### config.mk
export PLATFORM = sky130hd
export DESIGN_NAME = afe_init_seq
export DESIGN_NICKNAME = d
export VERILOG_FILES = /design/src/rtl/afe_cfg_pkg.sv /design/src/rtl/afe_cfg_rom.sv /design/src/rtl/afe_init_seq.sv
export SDC_FILE = /design/constraint.sdc
export NUM_CORES = 1
export LEC_CHECK = 0
export ABC_CLOCK_PERIOD_IN_PS = 4070
export BUFFER_PORTS_ARGS = -buffer_cell sky130_fd_sc_hd__buf_4
export CAP_MARGIN = 20
export CELL_PAD_IN_SITES_DETAIL_PLACEMENT = 1
export CELL_PAD_IN_SITES_GLOBAL_PLACEMENT = 2
export CORE_MARGIN = 1.5
export CORE_UTILIZATION = 35
export CTS_CLUSTER_SIZE = 24
export DETAILED_ROUTE_END_ITERATION = 7
export PLACE_DENSITY_LB_ADDON = 0.1
export SLEW_MARGIN = 20
export SYNTH_ARGS = -nofsm -noshare
export SYNTH_HDL_FRONTEND = slang
export SYNTH_SLANG_ARGS = --single-unit
### constraint.sdc
create_clock -name clk -period 4.07 [get_ports clk]
set_input_delay 0.814 -clock clk [delete_from_list [all_inputs] [get_ports clk]]
set_output_delay 0.814 -clock clk [all_outputs]
set_load 0.02 [all_outputs]
### src/rtl/afe_cfg_pkg.sv
// Shared types and constants for the AFE init sequencer: FSM states, SPI frame geometry
// and the init-table entry layout.
package afe_cfg_pkg;

  localparam int unsigned SPI_FRAME_BITS = 16;
  localparam int unsigned READ_BIT       = 7;
  localparam int unsigned ADDR_W         = 8;
  localparam int unsigned DATA_W         = 8;
  localparam int unsigned IDX_W          = 6;
  localparam int unsigned BIT_CNT_W      = $clog2(SPI_FRAME_BITS);

  typedef enum logic [2:0] {
    RST_PULSE,
    RST_WAIT,
    LOAD,
    SHIFT,
    GAP,
    ENABLE,
    READY
  } afe_state_e;

  typedef struct packed {
    logic [ADDR_W-1:0] addr;
    logic [DATA_W-1:0] data;
  } cfg_entry_t;

  // Largest of three values, used to size the shared phase counter.
  function automatic int unsigned max3(input int unsigned a, input int unsigned b,
                                       input int unsigned c);
    int unsigned m;
    m = (a > b) ? a : b;
    return (m > c) ? m : c;
  endfunction

endpackage

### src/rtl/afe_cfg_rom.sv
// Combinational AFE init table: maps an entry index to the {addr, data} pair written
// during the power-up sequence. Unlisted indices return an all-zero entry.
module afe_cfg_rom
  import afe_cfg_pkg::*;
(
  input  logic [IDX_W-1:0] idx,
  output cfg_entry_t       entry
);

  always_comb begin
    entry = '0;
    case (idx)
      IDX_W'(0): entry = '{addr: 8'h00, data: 8'h01};
      IDX_W'(1): entry = '{addr: 8'h01, data: 8'h3C};
      IDX_W'(2): entry = '{addr: 8'h02, data: 8'hA0};
      IDX_W'(3): entry = '{addr: 8'h05, data: 8'h17};
      IDX_W'(4): entry = '{addr: 8'h0A, data: 8'hC3};
      IDX_W'(5): entry = '{addr: 8'h10, data: 8'h55};
      IDX_W'(6): entry = '{addr: 8'h21, data: 8'h0F};
      IDX_W'(7): entry = '{addr: 8'h3F, data: 8'h80};
      default:   entry = '0;
    endcase
  end

endmodule

### src/rtl/afe_init_seq.sv
// AFE power-up sequencer: reset pulse, settle wait, SPI init table, path enable, then host
// SPI access. Define AFE_READBACK_EN to capture MISO data of read frames into rd_data.
module afe_init_seq
  import afe_cfg_pkg::*;
#(
  parameter int unsigned CLK_DIV     = 4,
  parameter int unsigned NUM_REGS    = 8,
  parameter int unsigned RST_CYCLES  = 64,
  parameter int unsigned WAIT_CYCLES = 256
) (
  input  logic              clk,
  input  logic              reset_n,
  input  logic              restart,
  input  logic              wr_req,
  input  logic [ADDR_W-1:0] wr_addr,
  input  logic [DATA_W-1:0] wr_data,
  output logic              wr_ack,
  output logic [DATA_W-1:0] rd_data,
  output logic              busy,
  output logic              done,
  output logic              afe_reset,
  output logic              afe_sen,
  output logic              afe_spi_clk,
  output logic              afe_spi_mosi,
  input  logic              afe_spi_miso,
  output logic              afe_tx_en,
  output logic              afe_rx_en
);

  localparam int unsigned CNT_MAX = max3(RST_CYCLES, WAIT_CYCLES, CLK_DIV);
  localparam int unsigned CNT_W   = $clog2(CNT_MAX + 1);

  afe_state_e                state_q, state_d;
  logic [CNT_W-1:0]          cnt_q, cnt_d;
  logic                      phase_q, phase_d;
  logic [BIT_CNT_W-1:0]      bit_q, bit_d;
  logic [SPI_FRAME_BITS-1:0] sr_q, sr_d;
  logic [IDX_W-1:0]          idx_q, idx_d;
  logic                      host_q, host_d;
  logic                      en_q, en_d;
  logic                      wr_ack_q, wr_ack_d;
  logic [DATA_W-1:0]         rd_data_q, rd_data_d;
  logic                      afe_reset_q, afe_reset_d;
  logic                      sen_q, sen_d;
  logic                      sclk_q, sclk_d;
  logic                      mosi_q, mosi_d;
  logic                      busy_q, busy_d;
  logic                      done_q, done_d;
  cfg_entry_t                rom_entry;

  afe_cfg_rom u_rom (
    .idx   (idx_q),
    .entry (rom_entry)
  );

  // Next-state logic; pin values are derived from the next state so they line up with it.
  always_comb begin
    state_d = state_q;
    cnt_d   = cnt_q;
    phase_d = phase_q;
    bit_d   = bit_q;
    sr_d    = sr_q;
    idx_d   = idx_q;
    host_d  = host_q;
    en_d    = en_q;

    if (restart) begin
      state_d = RST_PULSE;
      cnt_d   = '0;
      phase_d = 1'b0;
      bit_d   = '0;
      idx_d   = '0;
      host_d  = 1'b0;
      en_d    = 1'b0;
    end else begin
      case (state_q)
        RST_PULSE: begin
          if (cnt_q == CNT_W'(RST_CYCLES - 1)) begin
            state_d = RST_WAIT;
            cnt_d   = '0;
          end else begin
            cnt_d = cnt_q + CNT_W'(1);
          end
        end
        RST_WAIT: begin
          if (cnt_q == CNT_W'(WAIT_CYCLES - 1)) begin
            state_d = (NUM_REGS == 0) ? ENABLE : LOAD;
            cnt_d   = '0;
            idx_d   = '0;
          end else begin
            cnt_d = cnt_q + CNT_W'(1);
          end
        end
        LOAD: begin
          state_d = SHIFT;
          sr_d    = rom_entry;
          cnt_d   = '0;
          phase_d = 1'b0;
          bit_d   = '0;
          host_d  = 1'b0;
        end
        SHIFT: begin
          if (cnt_q == CNT_W'(CLK_DIV - 1)) begin
            cnt_d = '0;
            if (!phase_q) begin
              phase_d = 1'b1;
            end else begin
              phase_d = 1'b0;
              if (bit_q == BIT_CNT_W'(SPI_FRAME_BITS - 1)) begin
                state_d = GAP;
              end else begin
                bit_d = bit_q + BIT_CNT_W'(1);
                sr_d  = {sr_q[SPI_FRAME_BITS-2:0], 1'b0};
              end
            end
          end else begin
            cnt_d = cnt_q + CNT_W'(1);
          end
        end
        GAP: begin
          if (cnt_q == CNT_W'(CLK_DIV - 1)) begin
            cnt_d = '0;
            if (host_q) begin
              state_d = READY;
            end else if (idx_q == IDX_W'(NUM_REGS - 1)) begin
              state_d = ENABLE;
            end else begin
              idx_d   = idx_q + IDX_W'(1);
              state_d = LOAD;
            end
          end else begin
            cnt_d = cnt_q + CNT_W'(1);
          end
        end
        ENABLE: state_d = READY;
        READY: begin
          if (wr_req) begin
            state_d = SHIFT;
            sr_d    = {wr_addr, wr_data};
            cnt_d   = '0;
            phase_d = 1'b0;
            bit_d   = '0;
            host_d  = 1'b1;
          end
        end
        default: state_d = RST_PULSE;
      endcase
    end

    if (state_d == ENABLE) en_d = 1'b1;

    afe_reset_d = (state_d == RST_PULSE);
    sen_d       = (state_d != SHIFT);
    sclk_d      = (state_d == SHIFT) && phase_d;
    mosi_d      = (state_d == SHIFT) && sr_d[SPI_FRAME_BITS-1];
    done_d      = (state_d == READY);
    busy_d      = !done_d;
    wr_ack_d    = (state_d == GAP) && host_d && (cnt_d == CNT_W'(CLK_DIV - 1));
  end

`ifdef AFE_READBACK_EN
  logic              rd_frame_q, rd_frame_d;
  logic [DATA_W-1:0] rx_q, rx_d;

  // Data-phase MISO bits are taken on each SPI clock rise and published with the ack.
  always_comb begin
    rd_frame_d = rd_frame_q;
    rx_d       = rx_q;
    rd_data_d  = rd_data_q;
    if (!restart && (state_q == READY) && wr_req) begin
      rd_frame_d = wr_addr[READ_BIT];
      rx_d       = '0;
    end
    if (!restart && (state_q == SHIFT) && !phase_q && (cnt_q == CNT_W'(CLK_DIV - 1)) &&
        bit_q[BIT_CNT_W-1]) begin
      rx_d = {rx_q[DATA_W-2:0], afe_spi_miso};
    end
    if (wr_ack_d && rd_frame_q) rd_data_d = rx_q;
  end

  always_ff @(posedge clk or negedge reset_n) begin
    if (!reset_n) begin
      rd_frame_q <= 1'b0;
      rx_q       <= '0;
    end else begin
      rd_frame_q <= rd_frame_d;
      rx_q       <= rx_d;
    end
  end
`else
  logic unused_miso;
  assign unused_miso = afe_spi_miso;

  always_comb begin
    rd_data_d = '0;
  end
`endif

  always_ff @(posedge clk or negedge reset_n) begin
    if (!reset_n) begin
      state_q     <= RST_PULSE;
      cnt_q       <= '0;
      phase_q     <= 1'b0;
      bit_q       <= '0;
      sr_q        <= '0;
      idx_q       <= '0;
      host_q      <= 1'b0;
      en_q        <= 1'b0;
      wr_ack_q    <= 1'b0;
      rd_data_q   <= '0;
      afe_reset_q <= 1'b1;
      sen_q       <= 1'b1;
      sclk_q      <= 1'b0;
      mosi_q      <= 1'b0;
      busy_q      <= 1'b1;
      done_q      <= 1'b0;
    end else begin
      state_q     <= state_d;
      cnt_q       <= cnt_d;
      phase_q     <= phase_d;
      bit_q       <= bit_d;
      sr_q        <= sr_d;
      idx_q       <= idx_d;
      host_q      <= host_d;
      en_q        <= en_d;
      wr_ack_q    <= wr_ack_d;
      rd_data_q   <= rd_data_d;
      afe_reset_q <= afe_reset_d;
      sen_q       <= sen_d;
      sclk_q      <= sclk_d;
      mosi_q      <= mosi_d;
      busy_q      <= busy_d;
      done_q      <= done_d;
    end
  end

  assign wr_ack       = wr_ack_q;
  assign rd_data      = rd_data_q;
  assign busy         = busy_q;
  assign done         = done_q;
  assign afe_reset    = afe_reset_q;
  assign afe_sen      = sen_q;
  assign afe_spi_clk  = sclk_q;
  assign afe_spi_mosi = mosi_q;
  assign afe_tx_en    = en_q;
  assign afe_rx_en    = en_q;

endmodule

### Word-level counts from Yosys, hierarchy flattened

Memories as Yosys holds them, arrays and structs flattened.
Cells that the tools add are included.

* bits in registers: 48
* bits in read-only memories: 112
* input port bits: 21
* output and inout port bits: 17
* word-level logic and storage cells: 112
* memories kept: 1

* add/sub/neg operators: 3
* equality and inequality tests: 29
* muxes and demuxes: 46
* bitwise logic cells: 1
* reduce and logical (&&, ||, !) cells: 16

Memories
* (no name shown): depth 8, width 14, rd ports 1, clocked after memory_dff 0, wr ports 0, RTL line afe_cfg_rom.sv:12 `case (idx)`

Operators by type and width (count)
* 16-bit 2-to-1 mux: 6
* 16-bit one-hot mux with 3 select lines: 1
* 9-bit 2-to-1 mux: 5
* 9-bit one-hot mux with 5 select lines: 1
* 3-bit 2-to-1 mux: 10
* 6-bit 2-to-1 mux: 5
* 3-bit inequality test (second input constant): 8
* 3-bit one-hot mux with 7 select lines: 1
* 4-bit 2-to-1 mux: 5
* 3-bit == test (second input constant): 6
* 9-bit by 2-bit == test with 1-bit output (second input constant): 2
* 4-bit one-hot mux with 3 select lines: 1
* 6-bit one-hot mux with 2 select lines: 1
* 5-bit AND reduction: 2
* 9-bit by 1-bit adder with 9-bit output (second input constant): 1
* 3-bit by 2-bit == test with 1-bit output (second input constant): 3
* 9-bit by 6-bit == test with 1-bit output (second input constant): 1
* 9-bit by 8-bit == test with 1-bit output (second input constant): 1
* 3-bit logical NOT: 3
* 1-bit 2-to-1 mux: 8
* 2-bit inequality test (second input constant): 4
* 6-bit by 1-bit adder with 6-bit output (second input constant): 1
* 6-bit by 3-bit == test with 1-bit output (second input constant): 1
* 6-bit AND reduction: 1
* 13 further kinds: 17

### Logic depth before layout (Yosys ltp)

Gate-level depths: netlist (run 1).

* word-level depth: 9
* gate-level depth with buffers: 14
* depth with buffers taken out: 13

### Hierarchy

From an unflattened synthesis (run 1), not the netlist that was laid out.

* cell total of the unflattened synthesis: 363
* area total of the unflattened synthesis: 3153.0 sq um

Modules (own cells, without submodules)
* afe_init_seq: instances 1, cells an instance 325, area an instance 2890.3 sq um
* afe_cfg_rom: instances 1, cells an instance 38, area an instance 262.8 sq um

### Worst setup path after synthesis (run 1)

OpenSTA, ideal clock, no wires.

* kind: register to register
* from: reg cnt_q[0]
* to: reg wr_ack_q, in the netlist wr_ack
* setup time: 0.096 ns
* arrival time: 2.760 ns
* slack: 1.214 ns
* cell stages (with the launch flop): 14
* buffers on the path: 0
* cell sequence: dfrtp_1 ha_1 and3_1 and2_1 nand3_1 inv_1 ha_1 o21a_1 nor2_1 nor2_1 a211oi_2 or3b_1 a2111o_1 nor4_2

* cells in the longest elaborated chain, start to end: 7
* elaborated cells between the ends (all ways): 20
* classes of those cells: add/sub (1); eq/ne (5); mux (12); reduce/logical (2)

Ends and longest elaborated chain
* from (decl): RTL line afe_init_seq.sv:34 `logic [CNT_W-1:0] cnt_q, cnt_d;`
* from (signal assigned): RTL line afe_init_seq.sv:219 `cnt_q <= cnt_d;`
* branches (longest 6 deep; another with 9-bit by 1-bit adder with 9-bit output)
* 1-bit logical AND *: RTL line afe_init_seq.sv:158 `wr_ack_d = (state_d == GAP) && host_d && (cnt_d == CNT_W'(CLK_DIV - 1));`
* named net wr_ack_d: RTL line afe_init_seq.sv:41 `logic wr_ack_q, wr_ack_d;`
* to (signal assigned): RTL line afe_init_seq.sv:226 `wr_ack_q <= wr_ack_d;`
* to (decl): RTL line afe_init_seq.sv:41

Mark *: on every way through the listed nets, which the timed path passes.
A chain may end at the register's enable or synchronous reset.

### Worst setup path in the final report (run 1)

Same ends and word-level chain as after synthesis.

==> results.yml, run 1 <==
status:
  status: "finished, final reports clean"
critical_path:
  arrival_ns: 3.64
  critPathCaptureType: "register"
  regToRegStartpoint: "cnt_q[0]$_DFF_PN0_"
  critPathMaxFanout: 11
  slowest_delay_ns: 0.44
  cpMostUsedCell: "ha_1"
  crit_type: "reg -> reg"
  rr_endpoint: "wr_ack$_DFF_PN0_"
  critical_path_buf_inv_count: 2
  worstPathCellList: "ha_1, and3_1, and2_1, nand3_1, inv_1, ha_1, o21a_1, nor3_1, a221oi_1, buf_4, a2111oi_0, o32ai_1, a2111o_1, nor4_2"
  r2r_slack_ns: 0.65
  rr_worst_depth: 14
  cp-start-kind: "register"
  cp_slowest_cell: "a2111o_1"
  path_delay_family: "compound AO/OA/AOI/OAI gates"
  worstPathRequired_ns: 4.29
grt:
  grt.total_usage_pct: 20.16
  grt_pass1_wl_mm: 13.90
  grt_max_degree: 49
  grt_remaining_overflow: 0
  antenna_found_initial: 0
  grt_pass1_vias: 2597
timing:
  timing.final.crit_share_pct: 84.03
  worst_slew_pin_slew_ns: 0.9998
  rsz0062_at_grt: "no"
  fin_tns_setup_ns: 0
  setup_viol: 0
  max-slew-margin-rel_pct: 33.35
  whs_ns: 0.4911
  drv_slew: 0
  fmax_mhz: 292.4
  finalClockSkew_ns: 0.005622
  setup_ws_ns: 0.6502
  hold_violations: 0
  timing.final.crit_period_ns: 3.420
finish:
  drive_gt1_share_pct: 13.46
  fill_cells: 982
  design_area_um2: 3268
  n_antenna_cell: 0
  fin_nets: 392
  register_area_um2: 1205
  multi_input_area_um2: 1531
  area_growth_pct: 12.54
yosys:
  synth_cells: 345
  synth.distinct_cells: 57
  synthesis.area_um2: 2904
  synth_area_per_cell_um2: 8.417
  ys_warn_count: 0
  ys_ff_latch: 48
  synth_edf_count: 0
  ys_seq_area_share_pct: 41.49
  synthArstFlopShare_pct: 100.0
  yosys_most_used_dff: "dfrtp_1"
flow_run:
  maxCapViolCount: 0
routing:
  antenna_left: 0
  num_vias: 2565
  viasPerCell: 5.469
  drc: 0
  wire_per_inst_um: 17.20
  dr.pass1.iters: 5
  drtIter0Drc: 148
  wl_mm: 8.069
clock_tree:
  clkTransAtPathRegs_ns: 0.10
  hold_buffers: 0
  htreeDepth: 2
  cts_setup_buffers: 0
  cts.path.max_buffers: 2
  cts_inserted_buffers: 5
  clkLatencyLatePin_ns: 0.31
  cts_tree: "built"
  root_buffer: "clkbuf_8"
  cts_resized: 0
  clkSinkCount: 48
die:
  die_x_um: 94.09
  initial_utilization_pct: 35.70
  num_rows: 33
  die_area_um2: 8853
  fp.dieH_um: 94.09
  core_um2: 8134
  ioPinCount: 38
place:
  placed_cell_area_um2: 3153
  finalWeightedCongestion: 0.7921
  port_buffers: 28
  pre_cts_ws_ns: 0.6666
  dp_hpwl_mm: 5.716
power_and_ir_drop:
  ir_drop_mv: 0.1202
  total_power_uw: 907.4
  powerDensity_nw_per_um2: 277.6
  p_leak_uw: 0.001413
hold_path:
  min_path_type: "in -> async"
-- report_power, final --
group,total (µW),internal (µW),switching [µW]
registers,482,479,3.19
logic,57.0,20.1,36.9
clock network,368,185,183
-- worst reg2reg max path, delay by kind of cell (launching register included) --
family	cells	cell delay, ns
adder cells (fa/ha/maj)	2	0.53
AND/OR/NAND/NOR	5	0.91
buffers and inverters	2	0.25
AO/OA/AOI/OAI	5	1.21
flip-flops	1	0.43
-- through the flow --
stage | util, % | cells
3_3_place_gp | 38.76 | 461
6_report | 40.18 | 469
3_5_place_dp | 38.76 | 461
4_1_cts | 40.18 | 469
2_1_floorplan | - | 352
5_1_grt | 40.18 | 469
-- routing by layer --
layer  track usage (%)  vias to the layer above  part of all wire, %
met2             33.09                       34                   48
met4             4.478                        0                 0.88
met3             2.832                        5                  2.7
li1                  -                     1270                    -
met1             28.06                     1256                   48
met5                 0                        -                    0
-- Yosys cell counts (2+ instances only) --
cell      number  share of area, %
a32oi_1        2              0.60
nand3_1        9               1.6
dfrtp_1       45                39
a32o_1         4               1.4
nand2_1       47               6.1
ha_1           8               3.4
o21a_1         3              0.78
nor2b_1        5               1.1
o21ai_0       38               6.5
buf_2          2              0.34
inv_1         14               1.8
clkbuf_1      15               1.9
a221oi_1       3              0.90
dfstp_2        3               2.7
nand3b_1       2              0.52
nor2_1        27               3.5
nor3_1        11               1.9
a222oi_1       7               2.4
a31oi_1        3              0.65
and3_1         6               1.3
a21boi_0       2              0.52
nor3b_1        2              0.52
a21oi_1       25               4.3
o21ai_1        4              0.69
or3_1          5               1.1
buf_4         10               2.6
and2_1         4              0.86
a211oi_1       3              0.78
nand2b_1       4              0.86
a22oi_1        2              0.52
nor2_2         2              0.43
o31ai_1        3              0.78
-- how the worst max path moves through the flow --
stage	startpoint	end	slack (ns)	cells after the start
final	cnt_q[0]$_DFF_PN0_	wr_ack$_DFF_PN0_	0.65	14
after global routing	cnt_q[0]$_DFF_PN0_	sr_q[2]$_DFFE_PN0P_	0.33	8
after CTS	cnt_q[0]$_DFF_PN0_	wr_ack$_DFF_PN0_	0.63	14
after detailed placement	cnt_q[0]$_DFF_PN0_	wr_ack$_DFF_PN0_	0.67	14
after global placement	cnt_q[0]$_DFF_PN0_	wr_ack$_DFF_PN0_	0.71	14
after floorplan	cnt_q[0]$_DFF_PN0_	wr_ack$_DFF_PN0_	1.21	13
-- placed cells by master, fill, tap and decap left out, drive strengths merged, types with 4 or more instances in the layout --
cell type	instances
nand2	47
dfrtp	45
o21ai	42
buf	31
nor2	29
a21oi	25
inv	15
nor3	11
nand3	9
ha	8
conb	8
a222oi	7
and3	6
nor2b	5
or3	5
clkbuf	5
and2	4
nand2b	4
a32o	4
a211oi	4
-- cell type report --
type	count	share of cell area (%)
inverter	14	1.608
multi-input combinational	263	46.86
tap	105	4.020
clock buffer	5	2.106
sequential	48	36.87
timing repair buffer	31	7.121
clock inverter	3	1.417
-- sequential cells by signal, indices dropped and copies added, names as in the netlist --
signal,flops
sr_q,16
cnt_q,9
idx_q,6
bit_q,4
state_q,3
afe_reset,1
afe_rx_en,1
afe_sen,1
afe_spi_clk,1
afe_spi_mosi,1
busy,1
done,1
host_q,1
phase_q,1
wr_ack,1
-- cell families (layout without fill, tap and decap cells) --
family | Yosys count | count (layout) | share of synthesized area (%)
buf+inv | 41 | 53 | 6.678
flops | 48 | 48 | 41.49
compound gates | 111 | 111 | 24.56
fa+ha+maj | 8 | 8 | 3.447
mux | 1 | 1 | 0.3877
xor+xnor | 1 | 1 | 0.3016
simple gates | 134 | 134 | 23.01
other cells | 1 | 8 | 0.1291
Note: power is estimated with default switching activity, not from simulation.
==> inputs of run 2 (changes only) <==
--- a/config.mk
+++ b/config.mk
@@ -5,7 +5,7 @@
 export SDC_FILE = /design/constraint.sdc
 export NUM_CORES = 1
 export LEC_CHECK = 0
-export ABC_CLOCK_PERIOD_IN_PS = 4070
+export ABC_CLOCK_PERIOD_IN_PS = 3470
 export BUFFER_PORTS_ARGS = -buffer_cell sky130_fd_sc_hd__buf_4
 export CAP_MARGIN = 20
 export CELL_PAD_IN_SITES_DETAIL_PLACEMENT = 1
==> constraint.sdc (replaced) <==
create_clock -name clk -period 3.47 [get_ports clk]
set_input_delay 0.694 -clock clk [delete_from_list [all_inputs] [get_ports clk]]
set_output_delay 0.694 -clock clk [all_outputs]
set_load 0.02 [all_outputs]
==> run 2 against run 1 <==
Against the previous run:
- worst hold slack got worse by 0.11 ns
- utilization rose by 0.60 points
- critical path depth unchanged
- count of clock-buffer cells in the layout did not move
- final area rose by 1.5%
- die area unchanged
- setup slack worse by 0.42 ns
- routed wire length down 1.0%
- register-to-register slack got worse by 0.42 ns
- cell count up 1.1%
- global-route usage fell by 0.30 points
- sequential share of layout area shrank 0.54 points
- largest cell class unchanged
==> results.yml, run 2 (synthesis results as in run 1) <==
routing:
  antenna_left: 0
  dr.pass1.iters: 4
  viasPerCell: 5.481
  drc: 0
  wire_per_inst_um: 16.85
  wl_mm: 7.987
  drtIter0Drc: 158
  num_vias: 2598
critical_path:
  slowest_delay_ns: 0.43
  path_delay_family: "compound AO/OA/AOI/OAI gates"
  arrival_ns: 3.46
  worstPathRequired_ns: 3.69
  worstPathCellList: "ha_1, and3_1, and2_1, nand3_1, inv_1, ha_1, o21a_1, nor3_1, a221oi_1, buf_4, a2111oi_2, o32ai_1, a2111o_1, nor4_2"
  critical_path_buf_inv_count: 2
  cp-start-kind: "register"
  cp_slowest_cell: "dfrtp_1"
  cpMostUsedCell: "ha_1"
  critPathCaptureType: "register"
  critPathLaunch: "cnt_q[0]$_DFF_PN0_"
  regToRegStartpoint: "cnt_q[0]$_DFF_PN0_"
  crit_type: "reg -> reg"
  critPathMaxFanout: 11
grt:
  antenna_found_initial: 0
  grt_max_degree: 49
  grt_remaining_overflow: 0
  grt_pass1_vias: 2680
  grt.total_usage_pct: 19.86
  grt_pass1_wl_mm: 13.66
clock_tree:
  clkLatencyLatePin_ns: 0.31
  cts.path.max_buffers: 2
  cts_tree: "built"
  root_buffer: "clkbuf_8"
  cts_inserted_buffers: 5
  htreeDepth: 2
  cts_setup_buffers: 0
  clkTransAtPathRegs_ns: 0.10
  hold_buffers: 0
  clkSinkCount: 48
power_and_ir_drop:
  p_leak_uw: 0.001440
  ir_drop_mv: 0.1290
  powerDensity_nw_per_um2: 321.5
  total_power_uw: 1066
timing:
  whs_ns: 0.3809
  fmax_mhz: 308.5
  hold_violations: 0
  timing.final.crit_period_ns: 3.242
  timing.final.crit_share_pct: 93.43
  fin_tns_setup_ns: 0
  worst_slew_pin_slew_ns: 0.7272
  setup_viol: 0
  drv_slew: 0
  max-slew-margin-rel_pct: 51.52
  finalClockSkew_ns: 0.006449
  rsz0062_at_grt: "no"
finish:
  top_register: "sr_q"
  n_antenna_cell: 0
  drive_gt1_share_pct: 14.91
  reg.largest.list: "sr_q x16, cnt_q x9, idx_q x6"
  area_growth_pct: 14.22
  layout_common_cells: "nand2_1 (47), dfrtp_1 (45), o21ai_0 (38)"
  stdcell_count: 474
  largest_reg_flops: 16
  fin_util_pct: 40.78
  fin_nets: 397
  final_common_cell: "nand2_1"
die:
  num_rows: 33
  die_x_um: 94.09
  initial_utilization_pct: 35.70
  ioPinCount: 38
  fp.dieH_um: 94.09
  core_um2: 8134
  die_area_um2: 8853
place:
  port_buffers: 28
  finalWeightedCongestion: 0.7392
  dp.cells: 466
  dp_hpwl_mm: 5.771
flow_run:
  maxCapViolCount: 0
status:
  status: "finished, final reports clean"
hold_path:
  min_path_type: "in -> async"
## run 2: changes by cell type in the layout (fill, tap and decap cells not counted), sizes merged
cell  before  now
buf       31   36
## run 2: power breakdown
| part | internal, µW | switching (µW) |
|---|---|---|
| clock | 218 | 213 |
| sequential | 562 | 3.79 |
| combinational | 25.8 | 44.2 |
| total | 805 | 261 |
## run 2: path summary, 6_finish.rpt
check,end,slack [ns],cells past startpoint
max,wr_ack$_DFF_PN0_,0.23,14
min,wr_ack$_DFF_PN0_,0.38,1
max reg2reg,wr_ack$_DFF_PN0_,0.23,14
min reg2reg,sr_q[6]$_DFFE_PN0P_,0.49,2
max in group asynchronous,sr_q[4]$_DFFE_PN0P_,2.64,1
min in group clk,sr_q[6]$_DFFE_PN0P_,0.49,2
## run 2: cell type report
type                       count  area [µm²]
clock buffer                   5       68.82
clock inverter                 3       46.29
fill                         969        4817
inverter                      14       52.55
multi-input combinational    263        1543
sequential                    48        1205
tap                          105       131.4
timing repair buffer          36       270.3
## run 2: repair_timing
| action | in CTS | in global routing |
|---|---|---|
| endpoints found under the hold margin | 0 | 0 |
| gates resized for setup | 0 | 3 |
| setup endpoints to repair | 0 | 1 |
## run 2: per-layer routing
metal	routed length (µm)	up-vias	track usage (%)	part of all wire [%]
met5	0	-	0	0
met4	75	0	4.104	0.94
met3	210	6	2.670	2.6
met2	3713	38	32.31	46
met1	3988	1273	28.13	50
li1	-	1281	-	-
## run 2: through the flow
stage	area (µm²)	setup WS [ns]
after floorplan	2930	0.6140
after global placement	3191	0.2570
after detailed placement	3191	0.1604
after CTS	3306	0.09303
after global routing	3317	0.0007139
final	3317	0.2281
==> inputs of run 3 (changes only) <==
--- a/config.mk
+++ b/config.mk
@@ -11,7 +11,8 @@
 export CELL_PAD_IN_SITES_DETAIL_PLACEMENT = 1
 export CELL_PAD_IN_SITES_GLOBAL_PLACEMENT = 2
 export CORE_MARGIN = 1.5
-export CORE_UTILIZATION = 35
+export CORE_UTILIZATION = 36
+export CTS_BUF_LIST = sky130_fd_sc_hd__clkbuf_4 sky130_fd_sc_hd__clkbuf_8
 export CTS_CLUSTER_SIZE = 24
 export DETAILED_ROUTE_END_ITERATION = 7
 export PLACE_DENSITY_LB_ADDON = 0.1
==> run 3 against run 2 <==
Against the previous run:
- total power fell by 0.75%
- first-iteration DRC count down 26%
- final area increased by 0.45%
- flip-flop and latch count unchanged
- combinational power about the same
- fmax up 0.14%
- count of clock-buffer cells in the layout stayed put
==> results.yml, run 3 (synthesis results as in run 1) <==
clock_tree:
  cts_setup_buffers: 0
  clkLatencyLatePin_ns: 0.31
  clkTransAtPathRegs_ns: 0.09
  cts_resized: 0
  cts_tree: "built"
  cts.path.max_buffers: 2
  htreeDepth: 2
  cts_inserted_buffers: 5
  clkSinkCount: 48
  root_buffer: "clkbuf_8"
  hold_buffers: 0
critical_path:
  cp_slowest_cell: "a2111o_1"
  cp-start-kind: "register"
  critPathMaxFanout: 11
  slowest_delay_ns: 0.43
  worstPathRequired_ns: 3.68
  worstPathCellList: "ha_1, and3_1, and2_1, nand3_1, inv_1, ha_1, o21a_1, nor3_1, a221oi_1, buf_4, a2111oi_2, o32ai_1, a2111o_1, nor4_2"
  critPathCaptureType: "register"
  arrival_ns: 3.45
  cpMostUsedCell: "ha_1"
  crit_type: "reg -> reg"
finish:
  top_register: "sr_q"
  drive_gt1_share_pct: 15.63
  final_common_cell: "nand2_1"
  layout_common_cells: "nand2_1 (47), dfrtp_1 (45), o21ai_0 (38), buf_4 (38), nor2_1 (26)"
  area_growth_pct: 14.74
  fill_cells: 964
  largest_reg_flops: 16
  reg.largest.list: "sr_q x16, cnt_q x9, idx_q x6"
  fin_nets: 399
  n_antenna_cell: 0
  fin_util_pct: 42.90
timing:
  timing.final.crit_period_ns: 3.237
  whs_ns: 0.3942
  rsz0062_at_grt: "no"
  drv_slew: 0
  fmax_mhz: 308.9
  finalClockSkew_ns: 0.01326
  setup_ws_ns: 0.2328
  fin_tns_setup_ns: 0
  timing.final.crit_share_pct: 93.29
  hold_violations: 0
  worst_slew_pin_slew_ns: 0.7059
  setup_viol: 0
  max-slew-margin-rel_pct: 52.94
routing:
  viasPerCell: 5.459
  wl_mm: 7.962
  wire_per_inst_um: 16.83
  dr.pass1.iters: 5
  num_vias: 2582
  antenna_left: 0
  drtIter0Drc: 117
  drc: 0
grt:
  grt_pass1_vias: 2618
  grt_max_degree: 49
  antenna_found_initial: 0
  grt.total_usage_pct: 20.12
  grt_pass1_wl_mm: 13.63
  grt_remaining_overflow: 0
place:
  finalWeightedCongestion: 0.8459
  port_buffers: 28
  dp_hpwl_mm: 5.776
  pre_cts_ws_ns: 0.1422
die:
  die_x_um: 92.82
  num_rows: 32
  initial_utilization_pct: 37.39
  fp.dieH_um: 92.82
  ioPinCount: 38
  die_area_um2: 8615
  core_um2: 7767
power_and_ir_drop:
  ir_drop_mv: 0.1555
  p_leak_uw: 0.001456
  powerDensity_nw_per_um2: 317.7
  total_power_uw: 1058
flow_run:
  maxCapViolCount: 0
hold_path:
  min_path_type: "in -> async"
status:
  status: "finished, final reports clean"
-- run 3: cell count changes in the layout (fill, tap and decap cells not counted), sizes merged --
cell | before | now
buf | 36 | 38
clkinv | 0 | 2
clkinvlp | 1 | 0
inv | 15 | 14
-- run 3: metrics by stage --
step / area, µm² / std cells
CTS: 3318 / 473
global placement: 3202 / 465
global route: 3332 / 473
floorplan: 2930 / 352
finish: 3332 / 473
detailed placement: 3202 / 465
-- run 3: cell type report --
| cell class | count | area, µm² | area share (%) |
|---|---|---|---|
| flip-flops and latches | 48 | 1205 | 36.16 |
| multi-input cells | 263 | 1545 | 46.38 |
| clock inverters | 3 | 47.55 | 1.427 |
| clock buffers | 5 | 68.82 | 2.065 |
| repair buffers | 38 | 285.3 | 8.562 |
| inverters | 14 | 52.55 | 1.577 |
| well taps | 102 | 127.6 | 3.830 |
-- run 3: worst paths after layout --
check	slack, ns	cells after the start	start	end
max in group asynchronous	2.64	1	reset_n	idx_q[3]$_DFFE_PN0P_
max reg2reg	0.23	14	cnt_q[0]$_DFF_PN0_	wr_ack$_DFF_PN0_
min reg2reg	0.49	2	sr_q[5]$_DFFE_PN0P_	sr_q[5]$_DFFE_PN0P_
min in group clk	0.49	2	sr_q[5]$_DFFE_PN0P_	sr_q[5]$_DFFE_PN0P_
max	0.23	14	cnt_q[0]$_DFF_PN0_	wr_ack$_DFF_PN0_
min	0.39	1	reset_n	cnt_q[8]$_DFF_PN0_
-- run 3: metal layers --
layer  global-route usage (%)  share of wire [%]
met4                    5.051                1.3
met3                    3.284                3.3
met2                    31.20                 44
met5                        0                  0
met1                    29.02                 51
-- run 3: critical path, delay by kind of cell (launching register included) --
kind | cells | cell delay (ns)
AO/OA/AOI/OAI | 5 | 1.14
AND/OR/NAND/NOR | 5 | 0.88
adder cells (fa/ha/maj) | 2 | 0.44
flip-flops | 1 | 0.42
buffers and inverters | 2 | 0.25
-- run 3: power by group --
part / internal (µW) / switching [µW]
Clock: 217 / 205
Sequential: 562 / 3.68
Combinational: 25.9 / 44.4
Total: 805 / 253
